<file path="src/rtl/ram_byte_sequencer.sv">
// ram_byte_sequencer: turns one byte/half/word/block read or byte/half/word
// write request into a run of single-byte accesses on the 8-bit RAM/IO bus.
// Copes with the one-cycle RAM read latency, rdy_in freezes, read flushes and
// (optionally) UART back-pressure on IO writes.
//
// Optional feature: define RAM_SEQ_IO_STALL_EN to hold IO writes
// (addr[17:16] == 2'b11) while io_buffer_full is high.
//
// Request handshake: a request transfers on a rising clk_in edge where
// req_valid && req_ready; req_ready is high only in IDLE with flush low, and
// the requester must hold its request fields stable while req_valid is high.
module ram_byte_sequencer #(
  parameter int BLOCK_WIDTH = 2,
  parameter int BLOCK_SIZE  = 1 << BLOCK_WIDTH
) (
  input  logic                    clk_in,
  input  logic                    rst_in,
  input  logic                    rdy_in,
  input  logic                    req_valid,
  output logic                    req_ready,
  input  logic                    req_write,
  input  logic [1:0]              req_len,
  input  logic [31:0]             req_addr,
  input  logic [31:0]             req_wdata,
  input  logic                    flush,
  output logic                    resp_valid,
  output logic [32*BLOCK_SIZE-1:0] resp_data,
  output logic                    busy,
  input  logic [7:0]              mem_din,
  output logic [7:0]              mem_dout,
  output logic [31:0]             mem_a,
  output logic                    mem_wr,
  input  logic                    io_buffer_full,
  output logic [1:0]              state_dbg
);

  // Pointer width: must hold the value 4*BLOCK_SIZE itself (iss == n).
  localparam int CW = $clog2(4 * BLOCK_SIZE) + 1;

  typedef enum logic [1:0] {
    S_IDLE  = 2'd0,
    S_READ  = 2'd1,
    S_WRITE = 2'd2
  } state_t;

  state_t          state_q, state_d;
  logic [31:0]     addr_q;
  logic [31:0]     wdata_q;
  logic [CW-1:0]   n_q;
  logic [CW-1:0]   iss_q;
  logic [CW-1:0]   cap_q;
  logic            cap_vld_q;
  logic            accept;
  logic            io_stall;
  logic            rd_issue;
  logic            wr_issue;
  logic            capture;
  logic [CW-1:0]   n_req;

`ifdef RAM_SEQ_IO_STALL_EN
  // IO window writes wait while the UART transmit buffer is full.
  assign io_stall = (state_q == S_WRITE) && (addr_q[17:16] == 2'b11) && io_buffer_full;
`else
  logic unused_io_buffer_full;
  assign unused_io_buffer_full = io_buffer_full;
  assign io_stall = 1'b0;
`endif

  assign req_ready = (state_q == S_IDLE) && !flush;
  assign accept    = req_valid && req_ready;
  assign busy      = (state_q != S_IDLE);
  assign state_dbg = state_q;

  // A bus access happens only while not frozen; capture relies on the
  // previous cycle having issued an address (cap_vld_q).
  assign rd_issue = (state_q == S_READ) && rdy_in && (iss_q < n_q);
  assign wr_issue = (state_q == S_WRITE) && rdy_in && !io_stall;
  assign capture  = (state_q == S_READ) && rdy_in && cap_vld_q && !flush;

  // Byte count of an incoming request; a "block" write is a word write.
  always_comb begin
    n_req = CW'(1);
    case (req_len)
      2'd0: n_req = CW'(1);
      2'd1: n_req = CW'(2);
      2'd2: n_req = CW'(4);
      default: n_req = req_write ? CW'(4) : CW'(4 * BLOCK_SIZE);
    endcase
  end

  // Next-state logic.
  always_comb begin
    state_d = state_q;
    case (state_q)
      S_IDLE: begin
        if (accept) state_d = req_write ? S_WRITE : S_READ;
      end
      S_READ: begin
        // Flush wins even during a freeze so a one-cycle flush is never lost.
        if (flush) state_d = S_IDLE;
        else if (capture && (cap_q == n_q - CW'(1))) state_d = S_IDLE;
      end
      S_WRITE: begin
        if (wr_issue && (iss_q == n_q - CW'(1))) state_d = S_IDLE;
      end
      default: state_d = S_IDLE;
    endcase
  end

  // Bus outputs; reset gates the bus so a pending write byte is not issued
  // in the reset cycle.
  always_comb begin
    mem_a    = 32'd0;
    mem_dout = 8'd0;
    mem_wr   = 1'b0;
    if (!rst_in && rd_issue) begin
      mem_a = addr_q + 32'(iss_q);
    end
    if (!rst_in && wr_issue) begin
      mem_a    = addr_q + 32'(iss_q);
      mem_dout = wdata_q[8*iss_q[1:0] +: 8];
      mem_wr   = 1'b1;
    end
  end

  // State register.
  always_ff @(posedge clk_in) begin
    if (rst_in) state_q <= S_IDLE;
    else        state_q <= state_d;
  end

  // Request latch, issue/capture pointers and the response registers.
  always_ff @(posedge clk_in) begin
    if (rst_in) begin
      addr_q     <= 32'd0;
      wdata_q    <= 32'd0;
      n_q        <= '0;
      iss_q      <= '0;
      cap_q      <= '0;
      cap_vld_q  <= 1'b0;
      resp_valid <= 1'b0;
      resp_data  <= '0;
    end else begin
      resp_valid <= 1'b0;
      if (accept) begin
        addr_q    <= req_addr;
        wdata_q   <= req_wdata;
        n_q       <= n_req;
        iss_q     <= '0;
        cap_q     <= '0;
        cap_vld_q <= 1'b0;
        resp_data <= '0;
      end else if (state_q == S_READ) begin
        if (!rdy_in) begin
          // The in-flight address is lost; restart from the first missing byte.
          iss_q     <= cap_q;
          cap_vld_q <= 1'b0;
        end else begin
          if (rd_issue) iss_q <= iss_q + CW'(1);
          cap_vld_q <= rd_issue;
          if (capture) begin
            resp_data[8*cap_q +: 8] <= mem_din;
            cap_q <= cap_q + CW'(1);
            if (cap_q == n_q - CW'(1)) resp_valid <= 1'b1;
          end
        end
      end else if (state_q == S_WRITE) begin
        if (wr_issue) begin
          iss_q <= iss_q + CW'(1);
          if (iss_q == n_q - CW'(1)) resp_valid <= 1'b1;
        end
      end
    end
  end

endmodule
</file>
<file path="config.mk">
export PLATFORM = sky130hd
export DESIGN_NAME = ram_byte_sequencer
export DESIGN_NICKNAME = d
export VERILOG_FILES = /design/src/rtl/ram_byte_sequencer.sv
export SDC_FILE = /design/constraint.sdc
export NUM_CORES = 1
export LEC_CHECK = 0
export CORE_AREA = 3 3 132 166
export CTS_BUF_LIST = sky130_fd_sc_hd__clkbuf_8
export DETAILED_ROUTE_END_ITERATION = 10
export DIE_AREA = 0 0 135 169
export HOLD_SLACK_MARGIN = 0.1
export PLACE_DENSITY_LB_ADDON = 0.15
export SKIP_LAST_GASP = 1
export SLEW_MARGIN = 20
export SYNTH_ARGS = -nofsm -noshare
export SYNTH_HDL_FRONTEND = slang
export SYNTH_SLANG_ARGS = --single-unit
</file>
<file path="constraint.sdc">
create_clock -name clk_in -period 5.5 [get_ports clk_in]
set_clock_uncertainty 0.05 [all_clocks]
set_input_delay 1.1 -clock clk_in [delete_from_list [all_inputs] [get_ports clk_in]]
set_output_delay 1.1 -clock clk_in [all_outputs]
set_load 0.005 [all_outputs]
</file>
# == After elaboration in Yosys (flattened, before gate mapping) ==
# Cells that the tools add are included.
# classes
n_addsub,5
n_lt_le_gt_ge,1
n_eq_ne,10
shift,3
muxes,26
reduce_logical,22
# ops
op,count
$bwmux 128,1
$shift 8x34->128 const A,1
$shiftx 8x34->128,1
$mux 32,2
$neg 8->34,1
$add 32x5->32,1
$shiftx 32x6->8,1
$mux 5,6
$pmux 5 s3,1
$logic_and 1x1->1,11
$add 5x1->5 const B,2
$eq 5x5->1,2
$mux 2,5
$mux 1,9
$reduce_and 3->1,3
$mux 8,1
$pmux 2 s3,1
$reduce_bool 2->1,3
$lt 5x5->1,1
$sub 5x1->5 const B,1
$eq 2x1->1 const B,2
$eq 2x2->1 const B,2
$logic_not 2->1,2
$ne 2x2->1 const B,2
4 further kinds,5
# totals
regBits,211
elab_cells,76

# == Depth between registers and ports, before layout ==
# Gate-level depths: netlist of the first run.
# depth
word_depth,8
ltp_mapped,14
mapped_depth_nobuf,11

# == Worst setup path before layout of the first run ==
# Ideal clock, no wire load.
# synth_timing
path_type,register to output
start,register iss_q[0]
end,output port mem_a[23]
arrival_time_ns,2.348
setup_slack_ns,2.002
stages_incl_launch_ff,11
cell_sequence,dfxtp_1 -> buf_1 -> inv_1 -> ha_1 -> nor2b_1 -> o21ai_0 -> a21boi_0 -> nor3_1 -> o21ai_1 -> clkbuf_1 -> nor2_1
# synth_via
elab_chain_cells,5
elab_cells_between_ends,6
cone_classes,add/sub: 1; order compare: 1; mux: 2; reduce/logical: 2
# synth_lines
item,line,rtl
"start, declared",50,logic [CW-1:0] iss_q;
"start signal, assigned",156,iss_q <= cap_q;
"start signal, assigned",159,if (rd_issue) iss_q <= iss_q + CW'(1);
"start signal, assigned",169,iss_q <= iss_q + CW'(1);
branches (longest 4 deep; another with $add 32x5->32),n/a,
$mux 32 *,119,if (!rst_in && wr_issue) begin
"end, declared",31,"output logic [31:0] mem_a,"
# Every way passes the cells marked *.

# == Final worst setup path of the first run ==
# layout_timing
start,register iss_q[1]
end,output port mem_a[31]
# The elaborated chain is that of the path after synthesis.

==> impl_metrics.tcl, run 1 <==
set metrics [dict create \
    outcome "completed" \
    regArea_um2 4200 \
    syn_inst 1119 \
    critPathSlowestCell "a21oi_1" \
    crit_type "register to primary output" \
    ys_ff_latch 210 \
    clkSlewWorstSetupHoldPaths_ns 0.06 \
    drc_errors 0 \
    r2r_end "resp_data[55]" \
    synthTopCellsByArea "dfxtp_1 (44%), mux2i_1 (8.7%), nand2_1 (7.1%)" \
    crit_buf_inv 2 \
    die_y_um 169 \
    syn_area_per_cell_um2 8.50 \
    dr.pass1.iters 5 \
    insertion_delay_ns 0.51 \
    dpl_cell_area_um2 12200 \
    synth_edf_count 0 \
    critPathLaunchType "register" \
    slew_viol_final 0 \
    synth_ff_type "dfxtp_1" \
    yosys.area.top_type "dfxtp_1" \
    worstPathMaxFanout 11 \
    ff2ff_setup_slack_ns 1.83 \
    drive_gt1_frac 0.0726 \
    slowest_delay_ns 0.52 \
    ys_seq_area_frac 0.442 \
    cp.arrival_ns 3.41 \
    worstHoldPathType "register to register" \
    maxCapViolCount 0 \
    power.density_nw_per_um2 264 \
    clock_sink_count 210 \
    rr_worst_depth 10 \
    cts_buffers 36 \
    ant_nets 0 \
    endpoint_kind "primary output" \
    antenna_found_initial 0 \
    grt_pass1_wl_um 42700 \
    multi_input_area_um2 4970 \
    ys.warnings.count 0 \
    dieArea_um2 22800 \
    hp-start "resp_data[63]" \
    cp_top_family "compound AO/OA/AOI/OAI gates" \
    h-tree-depth 2 \
    grt_max_degree 78 \
    yosysTopAreaCellShare 0.442 \
    cts_hold_buf 0 \
    grt_usage 0.230 \
    critPathRequiredTime_ns 4.35 \
    syn2layout_area_growth_pct 36.5 \
    cts_tree "yes" \
    setup-tns-final_ns 0 \
    final_cell_mix "clkdlybuf4s50_1 (252), dfxtp_1 (210), nand2_1 (179)" \
    slew_headroom 0.424 \
    top_level_ports 255 \
    ys_types 63 \
    fmax_mhz 219 \
    rsz0062_at_grt "no" \
    portBuffers 253 \
    finalCriticalPeriod_ns 4.56 \
    syn_area_um2 9510 \
    setup_viol 0 \
    final_common_cell "clkdlybuf4s50_1" \
    vias 8618 \
    worst_pin_slew_ns 0.864 \
    coreArea_um2 20600 \
    postSynthNetCount 1219 \
    path_cells "buf_4 -> ha_1 -> a211oi_1 -> o21bai_1 -> a21oi_1 -> nor4b_1 -> xnor2_1 -> nor2_1 -> clkdlybuf4s50_1" \
    die_w_um 135 \
    hold_end "resp_data[63]" \
    insertedDiodeCount 0 \
    holdPathStages 2 \
    hold_viol 0 \
    rows 59 \
    place.gp.congestion 0.801 \
    cts_setup_buffers 0 \
    cts_root_buffer "clkbuf_8" \
    viasPerCell 5.22 \
    cts_resized 0 \
    power_leakage_nw 5.08 \
    grt-ovfl-total 0 \
    max-vdd-ir-drop_v 0.000192 \
    reg2reg_from "cap_q[1]" \
    first_global_vias 8242 \
    finish.utilization 0.631 \
    nNetsFinal 1452 \
    detailed_place_hpwl_um 18500 \
    finalCritPeriodShare 0.829 \
    async_flop_share 0 \
    clockBufferDepth 3 \
    start_util 0.462 \
    wl_per_cell_um 16.4 \
    fill_cells 1798 \
    routed_wirelength_um 27100 \
    initialDrtViolationCount 502 \
    design_area_um2 13000 \
]
-- flip-flops by register name, indices dropped and copies added, names as in the netlist --
signal,flops
cap_q,5
wdata_q,32
resp_valid,1
resp_data,128
n_q,4
cap_vld_q,1
state_dbg,2
iss_q,5
addr_q,32
-- cells in the mapped netlist, types with 5 or more instances --
master,instances
nand3_1,40
nand4_1,14
a21oi_1,103
xor2_1,10
mux2i_1,83
ha_1,18
and2_1,14
nor2_1,152
nor3b_1,6
a22o_1,8
dfxtp_1,210
o211ai_1,5
inv_1,20
clkbuf_1,50
mux4_2,8
nor2b_1,7
buf_2,10
o21ai_0,27
nand2_1,180
and3_1,23
xnor2_1,34
nor3_1,19
-- routing by layer --
| layer | global-route usage | vias to the layer above | part of all wire |
|---|---|---|---|
| met5 | 0 | - | 0 |
| met4 | 0.0750 | 0 | 0.025 |
| met3 | 0.0434 | 48 | 0.051 |
| met2 | 0.389 | 252 | 0.49 |
| met1 | 0.296 | 4042 | 0.43 |
| li1 | - | 4276 | - |
-- worst max-delay path by stage --
stage	start	to	slack (ns)	depth (start not counted)
2_1_floorplan	iss_q[0]	mem_a[23]	2.00	10
3_5_place_dp	rdy_in	mem_a[3]	0.95	6
3_3_place_gp	rdy_in	mem_a[3]	0.97	6
4_1_cts	n_q[1]	mem_a[3]	0.79	9
5_1_grt	iss_q[1]	mem_a[31]	0.64	9
6_report	iss_q[1]	mem_a[31]	0.94	9
-- layout make-up --
class | count | area share
clock buffers | 45 | 0.0477
inverters | 20 | 0.00578
repair buffers | 264 | 0.202
well taps | 274 | 0.0264
flip-flops and latches | 210 | 0.324
multi-input cells | 820 | 0.383
clock inverters | 18 | 0.0120
-- stage by stage --
stage                     cells  total power [mW]  hold WS (ns)  setup WS [ns]
after global placement     1587              1.96         0.389          0.965
after global routing       1651              3.59         0.421          0.636
after floorplan            1119              1.81         0.383           2.00
after detailed placement   1587              1.97         0.394          0.946
final                      1651              3.43         0.400          0.941
after CTS                  1650              3.47         0.403          0.785
-- worst register-to-register path, delay by kind of cell (launching register included) --
family,cells,cell delay (ns)
DFF,1,0.56
and+or+nand+nor,3,1.14
adders and majority gates,2,0.60
buffers and inverters,3,0.37
AOI/OAI and AO/OA,2,0.90
-- power by group --
group / switching [mW] / internal, mW
sequential: 0.0293 / 1.56
clock: 0.619 / 0.878
combinational: 0.197 / 0.145
total: 0.844 / 2.58
-- logic make-up (layout without fill, tap and decap cells) --
| kind of cell | after synthesis | in the layout | synth area share |
|---|---|---|---|
| AO/OA/AOI/OAI | 172 | 172 | 0.105 |
| multiplexers | 93 | 93 | 0.109 |
| AND/OR/NAND/NOR | 492 | 492 | 0.240 |
| buffers and inverters | 89 | 347 | 0.0379 |
| adder cells (fa/ha/maj) | 19 | 19 | 0.0258 |
| XOR/XNOR | 44 | 44 | 0.0405 |
| flip-flops | 210 | 210 | 0.442 |
Power figures use the tool's default switching activity.
==> inputs of run 2 (changes only) <==
- clock period: 5.5 -> 4.22 ns (I/O delays scaled with it)
==> run 2 against run 1 <==
  * Clock power is 34% higher
  * Worst setup slack worse by 0.73 ns
  * Cell count up 0.61%
  * Hold slack better by 0.0017 ns
  * Highest routed layer unchanged
  * Sequential share of layout area is 0.19 points lower
  * Largest power group unchanged
  * Core utilization up 0.38 points
  * First-iteration DRC count rose by 13%
==> impl_metrics.tcl, run 2 (synthesis results as in run 1) <==
set metrics [dict create \
    die_y_um 169 \
    cts_hold_buf 0 \
    endpoint_kind "primary output" \
    ant_nets 0 \
    clkSlewWorstSetupHoldPaths_ns 0.06 \
    max-vdd-ir-drop_v 0.000266 \
    first_global_vias 8185 \
    initialDrtViolationCount 568 \
    setup-tns-final_ns 0 \
    power.total_mw 4.53 \
    top_level_ports 255 \
    finalCriticalPeriod_ns 4.01 \
    nNetsFinal 1459 \
    clock_sink_count 210 \
    start_util 0.462 \
    viasPerCell 5.17 \
    routed_wirelength_um 26900 \
    final_cell_mix "clkdlybuf4s50_1 (252), dfxtp_1 (210), nand2_1 (179)" \
    dpl_cell_area_um2 12300 \
    drc_errors 0 \
    fmax_mhz 249 \
    setup_viol 0 \
    dr.pass1.iters 5 \
    design_area_um2 13100 \
    insertion_delay_ns 0.52 \
    multi_input_area_um2 4970 \
    cts_root_buffer "clkbuf_8" \
    regMostFlops "resp_data" \
    cp.arrival_ns 3.12 \
    drive_gt1_frac 0.0836 \
    power.density_nw_per_um2 346 \
    detailed_place_hpwl_um 19000 \
    h-tree-depth 2 \
    coreArea_um2 20600 \
    top_regs "resp_data: 128 flops, addr_q: 32 flops, wdata_q: 32 flops" \
    dieArea_um2 22800 \
    largest_register_ffs 128 \
    power_leakage_nw 5.13 \
    grt-ovfl-total 0 \
    final_common_cell "clkdlybuf4s50_1" \
    cts_tree "yes" \
    finalCritPeriodShare 0.950 \
    critPathLaunchType "register" \
    wl_per_cell_um 16.2 \
    worst_pin_slew_ns 1.09 \
    syn2layout_area_growth_pct 37.4 \
    maxCapViolCount 0 \
    portBuffers 253 \
    slew_viol_final 0 \
    clockBufferDepth 3 \
    worstHoldPathType "register to register" \
    cts_buffers 36 \
    insertedDiodeCount 0 \
    fill_cells 1809 \
    outcome "completed" \
    antenna_found_initial 0 \
    hold_slack_ns 0.402 \
    place.gp.congestion 0.833 \
    grt_usage 0.228 \
    grt_pass1_wl_um 42100 \
    rows 59 \
    grt_max_degree 75 \
    hold_viol 0 \
    regArea_um2 4200 \
    critPathRequiredTime_ns 3.33 \
    worstPathMaxFanout 13 \
    vias 8594 \
    rsz0062_at_grt "no" \
    slew_headroom 0.271 \
    crit_type "register to primary output" \
    die_w_um 135 \
]
## run 2: cell count changes in the layout (fill, tap and decap cells not counted)
cell / previous run / this run
inv_6: 0 / 2
clkinv_2: 2 / 10
nor4b_1: 2 / 1
inv_1: 31 / 26
nor4b_2: 0 / 1
buf_2: 2 / 1
o21ai_4: 1 / 0
o21ai_2: 2 / 3
buf_4: 9 / 17
clkinvlp_4: 2 / 0
## run 2: power breakdown
group          internal, mW  switching, mW  total, mW  leakage, nW
Clock                  1.16          0.847       2.01        0.446
Combinational         0.193          0.255      0.448         2.98
Sequential             2.03         0.0389       2.07         1.70
## run 2: worst max-delay path, cell delays in order, from the launching register on
cell	delay [ns]
dfxtp_1	0.34
ha_1	0.23
fa_1	0.42
a21o_1	0.18
a21o_1	0.20
a21oi_1	0.15
buf_4	0.22
nor3_1	0.09
xnor2_1	0.16
nor2_1	0.10
clkdlybuf4s50_1	0.51
## run 2: metrics by stage
stage | cells | worst slack, ns | utilization
global placement | 1594 | 0.555 | 0.595
global route | 1661 | 0.0246 | 0.635
floorplan | 1119 | 0.978 | -
CTS | 1660 | 0.0745 | 0.634
finish | 1661 | 0.211 | 0.635
detailed placement | 1594 | 0.527 | 0.595
## run 2: final timing paths
check	start	end	slack, ns	cells after the start
hold / removal	resp_data[56]	resp_data[56]	0.40	2
hold reg to reg	resp_data[56]	resp_data[56]	0.40	2
setup / recovery	iss_q[0]	mem_a[30]	0.21	10
setup reg to reg	cap_q[1]	resp_data[55]	0.79	11
## run 2: final cells by class
class / count / share of cell area
Timing Repair Buffer: 271 / 0.205
Sequential cell: 210 / 0.322
Clock buffer: 45 / 0.0474
Clock inverter: 21 / 0.0138
Multi-Input combinational cell: 820 / 0.380
Tap cell: 274 / 0.0262
Inverter: 20 / 0.00574
## run 2: repair_timing
| item | CTS | global route |
|---|---|---|
| setup endpoints to repair | 0 | 26 |
| hold endpoints to repair | 0 | 0 |
| setup buffers | 0 | 1 |
| resized for setup | 0 | 1 |
## run 2: layer usage
layer | share of wire | wire length (um) | track usage
met2 | 0.49 | 13300 | 0.393
met5 | 0 | 0 | 0
met3 | 0.056 | 1500 | 0.0443
met1 | 0.43 | 11600 | 0.289
met4 | 0.022 | 598 | 0.0684
==> inputs of run 3 (changes only) <==
- CTS_CLUSTER_DIAMETER: not set -> 50
==> results of run 3 <==
No change in the layout: final DEF, timing and power equal those of run 2.
